## src/rtl/pulse_inst_scheduler.sv

```systemverilog
// Pulse instruction scheduler: holds the decoder's instruction list and plays one pulse per
// entry, in write order, when the global counter reaches the entry's start_time.
module pulse_inst_scheduler #(
    parameter int GLB_COUNTER_WIDTH    = 24,
    parameter int INST_LIST_ADDR_WIDTH = 5,
    parameter int DIRECTION_WIDTH      = 2,
    parameter int INST_LIST_DATA_WIDTH = GLB_COUNTER_WIDTH + DIRECTION_WIDTH,
    parameter int PULSE_LEN_WIDTH      = 8
) (
    input  logic                            clk,
    input  logic                            rst,
    input  logic                            inst_list_wr_en,
    input  logic [INST_LIST_ADDR_WIDTH-1:0] inst_list_wr_addr,
    input  logic [INST_LIST_DATA_WIDTH-1:0] inst_list_wr_data,
    input  logic [GLB_COUNTER_WIDTH-1:0]    glb_counter,
    input  logic [PULSE_LEN_WIDTH-1:0]      pulse_len,
    output logic                            pulse_active,
    output logic [DIRECTION_WIDTH-1:0]      pulse_direction,
    output logic                            pulse_start,
    output logic                            late_drop,
    output logic                            overflow,
    output logic                            list_empty,
    output logic [INST_LIST_ADDR_WIDTH-1:0] rd_addr
);
    localparam int DEPTH = 1 << INST_LIST_ADDR_WIDTH;

    typedef enum logic [1:0] {IDLE, WAIT, PLAY} state_t;

    state_t                            state, state_next;
    logic [INST_LIST_DATA_WIDTH-1:0]   mem [DEPTH];
    logic [DEPTH-1:0]                  valid, valid_next;
    logic [PULSE_LEN_WIDTH-1:0]        cnt;
    logic [GLB_COUNTER_WIDTH-1:0]      head_time;
    logic [DIRECTION_WIDTH-1:0]        head_dir;
    logic                              head_valid;
    logic                              retire, match, late;

    assign {head_time, head_dir} = mem[rd_addr];
    assign head_valid            = valid[rd_addr];
    assign list_empty            = ~head_valid;

    always_comb begin
        state_next = state;
        retire     = 1'b0;
        match      = 1'b0;
        late       = 1'b0;
        case (state)
            IDLE: if (head_valid) state_next = WAIT;
            WAIT: begin
                if (glb_counter == head_time) begin
                    match      = 1'b1;
                    state_next = PLAY;
                end else if (glb_counter > head_time) begin
                    late       = 1'b1;
                    retire     = 1'b1;
                    state_next = IDLE;
                end
            end
            PLAY: begin
                if (cnt == PULSE_LEN_WIDTH'(1)) begin
                    retire     = 1'b1;
                    state_next = IDLE;
                end
            end
            default: state_next = IDLE;
        endcase
    end

    // A write to the head slot in its retire cycle wins over the clear.
    always_comb begin
        valid_next = valid;
        if (retire) valid_next[rd_addr] = 1'b0;
        if (inst_list_wr_en) valid_next[inst_list_wr_addr] = 1'b1;
    end

    always_ff @(posedge clk) begin
        if (inst_list_wr_en) mem[inst_list_wr_addr] <= inst_list_wr_data;
    end

    always_ff @(posedge clk) begin
        if (rst) begin
            state           <= IDLE;
            valid           <= '0;
            rd_addr         <= '0;
            cnt             <= '0;
            pulse_active    <= 1'b0;
            pulse_start     <= 1'b0;
            late_drop       <= 1'b0;
            overflow        <= 1'b0;
            pulse_direction <= '0;
        end else begin
            state       <= state_next;
            valid       <= valid_next;
            pulse_start <= match;
            late_drop   <= late;
            if (match) begin
                pulse_active    <= 1'b1;
                pulse_direction <= head_dir;
                cnt             <= (pulse_len == '0) ? PULSE_LEN_WIDTH'(1) : pulse_len;
            end else if (state == PLAY) begin
                cnt <= cnt - PULSE_LEN_WIDTH'(1);
                if (retire) pulse_active <= 1'b0;
            end
            if (retire) rd_addr <= rd_addr + INST_LIST_ADDR_WIDTH'(1);
            if (inst_list_wr_en && valid[inst_list_wr_addr] &&
                !(retire && rd_addr == inst_list_wr_addr))
                overflow <= 1'b1;
        end
    end
endmodule

```

## config.mk

```make
export PLATFORM = sky130hd
export DESIGN_NAME = pulse_inst_scheduler
export DESIGN_NICKNAME = d
export VERILOG_FILES = /design/src/rtl/pulse_inst_scheduler.sv
export SDC_FILE = /design/constraint.sdc
export NUM_CORES = 1
export LEC_CHECK = 0
export CAP_MARGIN = 20
export CORE_UTILIZATION = 65
export DETAILED_ROUTE_END_ITERATION = 16
export GPL_ROUTABILITY_DRIVEN = 0
export PLACE_DENSITY = 0.83
export SLEW_MARGIN = 20
export SYNTH_ARGS = -nofsm -noshare
export SYNTH_HDL_FRONTEND = slang
export SYNTH_SLANG_ARGS = --single-unit
export TNS_END_PERCENT = 100
```

## constraint.sdc

```tcl
create_clock -name clk -period 11.3 [get_ports clk]
set_clock_uncertainty 0.2 [all_clocks]
set_input_delay 2.26 -clock clk [delete_from_list [all_inputs] [get_ports clk]]
set_output_delay 2.26 -clock clk [all_outputs]
set_load 0.1 [all_outputs]
```

==> results of run 1 <==
[through the flow]
| stage | instances | hold slack, ns |
|---|---|---|
| 6_report | 2511 | 0.276 |
| 2_1_floorplan | 1640 | 0.285 |
| 4_1_cts | 2510 | 0.277 |
| 5_1_grt | 2511 | 0.299 |
| 3_5_place_dp | 2355 | 0.259 |
| 3_3_place_gp | 2355 | 0.250 |
[power by group through the flow]
stage               Sequential, mW  Combinational, mW  Clock (mW)
global placement              3.72              0.169           0
global route                  3.66              0.194        2.88
CTS                           3.66              0.182        2.76
finish                        3.66              0.187        2.75
detailed placement            3.73              0.177           0
floorplan                     3.72             0.0765           0
[worst max-delay path by stage]
stage                          from          to
6_report                  flip-flop   flip-flop
4_1_cts                  rd_addr[1]  list_empty
2_1_floorplan            rd_addr[1]  list_empty
5_1_grt                   flip-flop  rd_addr[2]
3_5_place_dp              flip-flop      cnt[0]
3_3_place_gp   inst_list_wr_addr[0]   valid[16]
[layout by cell type (no fill, tap or decap), types with 25 or more instances in the layout]
cell,count
nand2_1,46
clkbuf_1,25
clkbuf_16,90
dfxtp_1,52
a31oi_1,27
inv_1,33
o21ai_0,31
edfxtp_1,832
mux4_2,268
mux2i_1,43
buf_4,35
ha_1,33
nor2_1,35
clkinv_1,26
clkdlybuf4s50_1,76
[worst max-delay path, delay by kind of cell, from the launching register on]
| family | cells | cell delay [ns] |
|---|---|---|
| AO/OA/AOI/OAI | 2 | 0.51 |
| adder cells (fa/ha/maj) | 1 | 0.18 |
| buffers and inverters | 1 | 0.64 |
| flip-flops | 1 | 0.88 |
| multiplexers | 4 | 1.80 |
| AND/OR/NAND/NOR | 4 | 1.65 |
[layer usage]
layer | GRT usage | wire length [µm] | part of all wire
met1 | 0.449 | 30500 | 0.33
met5 | 0 | 49 | 0.00053
met4 | 0.176 | 5260 | 0.056
met3 | 0.0844 | 11500 | 0.12
met2 | 0.579 | 45900 | 0.49
[sequential cells by signal, indices dropped and copies added (netlist names), named ones only]
| name | count |
|---|---|
| cnt | 8 |
| late_drop | 1 |
| mem | 832 |
| overflow | 1 |
| pulse_active | 1 |
| pulse_direction | 2 |
| pulse_start | 1 |
| rd_addr | 5 |
| state | 2 |
| valid | 32 |
[final cells by class]
type | instances | area, µm² | share of cell area
flip-flops and latches | 890 | 26200 | 0.664
clock buffers | 117 | 2370 | 0.0602
multi-input cells | 614 | 8480 | 0.215
repair buffers | 115 | 1090 | 0.0276
inverters | 48 | 180 | 0.00457
well taps | 688 | 861 | 0.0218
clock inverters | 38 | 268 | 0.00679
diodes | 1 | 2.50 | 0.0000635
[cell families (layout without fill, tap and decap cells)]
group	after synthesis	after routing	synth area share
AND/OR/NAND/NOR	139	139	0.0194
adder cells (fa/ha/maj)	33	33	0.0117
flip-flops	890	890	0.744
XOR/XNOR	14	14	0.00349
buffers and inverters	136	318	0.0150
multiplexers	314	314	0.185
AO/OA/AOI/OAI	114	114	0.0216
other	0	1	0
==> impl_metrics.ini, run 1 <==
[outcome]
status = complete, no violations

[timing]
final-setup-viol-count = 0
period_needed_ns = 6.10
hold_viol = 0
worstMarginPinSlew_ns = 1.28
final.setup.tns_ns = 0
fin_ws_ns = 5.20
rsz0062_at_grt = false
min_period_over_period = 0.540
slew_headroom = 0.146
drv_slew = 0
fmax_mhz = 164

[layout]
syn_to_final_growth_pct = 12.1
fill_cells = 2751
finalInstanceArea_um2 = 39400
final_util = 0.744
drive_gt1_frac = 0.242
nets = 1854

[hold_path]
holdPathStages = 1
hold_end = overflow
min_from = overflow
min_path_type = reg2reg

[placed_design]
place_area_um2 = 36800
io_buffers = 77
post-dp-hpwl_um = 44800
dp_slack_ns = 5.05

[logic_synthesis]
async_flop_share = 0
synthCells = 1640
ys_warn_count = 0
netlist.area_leader.share = 0.711
synth_ff_type = edfxtp_1
yosysUniqueCellTypes = 51
synth_top_area_cell = edfxtp_1
synth_area_um2 = 35100
yosysSeqAreaShare = 0.744
synth_edf_count = 832
syn_avg_cell_area_um2 = 21.4
synth.net_count = 1739
synth_area_leaders = edfxtp_1 71%, mux4_2 17%, dfxtp_1 3.3%, mux2i_1 1.2%, ha_1 1.2%
synth_common_cells = 832 x edfxtp_1, 268 x mux4_2, 60 x clkbuf_1
synth_most_common_cell = edfxtp_1
synth-seq-cells = 890

[critical_path]
critical_path.most_common_cell = mux4_2
critical_path_arrival_ns = 6.41
cp_max_fo = 83
slowest_delay_ns = 0.88
r2r_cells = 12
cp_cell_sequence = buf_12 > mux4_2 > mux4_2 > mux2i_1 > ha_1 > nand4_1 > nor4_1 > o311ai_0 > and3_1 > a21oi_4 > and2_1 > mux2_1
cpMaxStageDelayCell = dfxtp_4
cp-end-kind = flip-flop
setup.worst_path.start_class = flip-flop
r2r_slack_ns = 5.20
criticalPathCategory = reg2reg
required_ns = 11.61

[floorplan]
die_h_um = 235
num_rows = 84
die-area_um2 = 55000
start_util = 0.663
ios = 78
fp.dieW_um = 235
core_area_um2 = 53000

[power_and_ir_drop]
p_sw_mw = 1.37
power.total_mw = 6.60
p_comb_frac = 0.028
ir_drop_v = 0.000138
clkPwrFrac = 0.417
seqPwrFrac = 0.555
powerDensity_nw_per_um2 = 167
p_leak_nw = 12.1
swShare = 0.207
power.internal_mw = 5.23

[clocking]
insertion_delay_ns = 0.64
clk_pin_slew_ns = 0.06
cts.htree.levels = 3
clk_path_buf_depth = 3
hold_buffers = 0
cts_resized = 0
cts_tree = yes
post_cts_buffers = 0
numCtsBuffers = 86
clock_sinks = 890
root_buffer = clkbuf_16

[global_route]
grt_max_degree = 163
gr-total-overflow = 0
antenna_found_initial = 6
grt_pass1_wl_um = 133000
grt_pass1_vias = 19092
grt_usage = 0.354

[drt]
dr_total_vias = 18403
drc = 0
routedWlPerCell_um = 37.1
wl_um = 93200
ant_nets = 0
routed_via_density = 7.33
first_iter_violations = 2905
dr.pass1.iters = 6

[job]
max_cap_viol_count = 0
Power figures use the tool's default switching activity.
==> run 2: changes to the inputs <==
- CORE_UTILIZATION: 65 -> 56
- PLACE_DENSITY: 0.83 -> 0.76
- clock period: 11.3 -> 5.4 ns (I/O delays scaled with it)
==> run 2 against run 1 <==
  * Non-clock buffer count increased by 29
  * Flip-flop and latch count unchanged
  * Critical path depth increased by 1
  * Count of clock-buffer cells in the layout unchanged
  * Power increased by 110%
  * Utilization decreased by 9.2 points
  * First-iteration DRC count decreased by 9.9%
  * Die area increased by 16%
==> impl_metrics.ini, run 2 (synthesis results as in run 1) <==
[critical_path]
cpMaxStageDelayCell = mux4_2
slowest_delay_ns = 0.56
cp-end-kind = flip-flop
criticalPathCategory = reg2reg
cp_max_fo = 32
cp_top_family = multiplexers
setup.worst_path.start_class = flip-flop
critical_path_arrival_ns = 5.46
critPathBufInv = 2
cp_cell_sequence = buf_12 > buf_4 > mux4_2 > mux4_2 > mux2i_1 > ha_1 > nand4_1 > nor4_1 > o311ai_0 > and3_1 > a21oi_4 > and2_1 > mux2_1
required_ns = 5.71
critical_path.most_common_cell = mux4_2

[clocking]
insertion_delay_ns = 0.64
hold_buffers = 0
clock_sinks = 890
clk_pin_slew_ns = 0.06
numCtsBuffers = 88
cts.htree.levels = 3
cts_resized = 0
clk_path_buf_depth = 3
cts_tree = yes
root_buffer = clkbuf_16
post_cts_buffers = 0

[timing]
final-setup-viol-count = 0
period_needed_ns = 5.15
worstMarginPinSlew_ns = 1.17
min_period_over_period = 0.954
hold_viol = 0
fmax_mhz = 194
rsz0062_at_grt = false
final.setup.tns_ns = 0
drv_slew = 0
slew_headroom = 0.221

[layout]
final_util = 0.652
layout_commonest_cell = edfxtp_1
largest_register_ff_count = 832
top_register = mem
syn_to_final_growth_pct = 14.7
fill_cells = 3910
finalNonFillerCells = 2694
drive_gt1_frac = 0.271
diodes = 0
mostFrequentLayoutCells = 832 x edfxtp_1, 268 x mux4_2, 90 x clkbuf_16
top_regs = mem x832, valid x32, cnt x8
finalInstanceArea_um2 = 40300
nets = 1885

[global_route]
grt_pass1_vias = 18230
grt_max_degree = 61
grt_pass1_wl_um = 125000
grt_usage = 0.281
antenna_found_initial = 3
gr-total-overflow = 0

[power_and_ir_drop]
powerDensity_nw_per_um2 = 351
power.total_mw = 14.1
ir_drop_v = 0.000298
p_leak_nw = 12.4

[drt]
routedWlPerCell_um = 32.2
ant_nets = 0
drc = 0
first_iter_violations = 2616
wl_um = 86700
dr_total_vias = 17916
dr.pass1.iters = 6
routed_via_density = 6.65

[outcome]
status = complete, no violations

[floorplan]
die_h_um = 253
core_area_um2 = 61800
die-area_um2 = 63800
ios = 78
start_util = 0.568
fp.dieW_um = 253
num_rows = 91

[placed_design]
io_buffers = 77
post-dp-hpwl_um = 46500
placed_cells = 2533
place_area_um2 = 37400

[hold_path]
min_path_type = reg2reg
min_from = overflow

[job]
max_cap_viol_count = 0
==> run 2: metal layers <==
metal	vias to the layer above	track usage	share of wire	routed length, µm
met3	233	0.0628	0.11	9440
met4	4	0.105	0.039	3360
met1	9302	0.386	0.37	32100
met5	-	0	0.00030	26
li1	7186	-	-	-
met2	1191	0.445	0.48	41800
==> run 2: worst paths after layout <==
kind	to	slack, ns	cells after the start
setup / recovery	flip-flop	0.25	13
hold / removal	overflow	0.27	1
setup reg to reg	flip-flop	0.25	13
hold reg to reg	overflow	0.27	1
==> run 2: metrics by stage <==
| step | hold slack (ns) | setup WS [ns] |
|---|---|---|
| 2_1_floorplan | 0.285 | 0.512 |
| 6_report | 0.272 | 0.249 |
| 4_1_cts | 0.275 | 0.316 |
| 3_5_place_dp | 0.257 | 0.438 |
| 5_1_grt | 0.295 | 0.0694 |
| 3_3_place_gp | 0.254 | 0.504 |
==> run 2: worst register-to-register path, cell delays in order, from the launching register on <==
cell and delay, ns:
dfxtp_4 0.42, buf_12 0.28, buf_4 0.35, mux4_2 0.56, mux4_2 0.47, mux2i_1 0.20, ha_1 0.19, nand4_1 0.21
nor4_1 0.38, o311ai_0 0.21, and3_1 0.41, a21oi_4 0.32, and2_1 0.45, mux2_1 0.38
==> run 2: report_power, final <==
part / total [mW] / switching (mW) / internal, mW
logic: 0.393 / 0.250 / 0.143
registers: 7.65 / 0.0245 / 7.62
clock network: 6.09 / 2.53 / 3.56
==> run 2: layout make-up <==
class	count	area (µm²)	share of cell area
multi-input combinational	614	8470	0.210
clock buffer	117	2440	0.0606
sequential	890	26200	0.649
timing repair buffer	144	1550	0.0384
clock inverter	44	442	0.0110
inverter	48	180	0.00447
tap	837	1050	0.0260
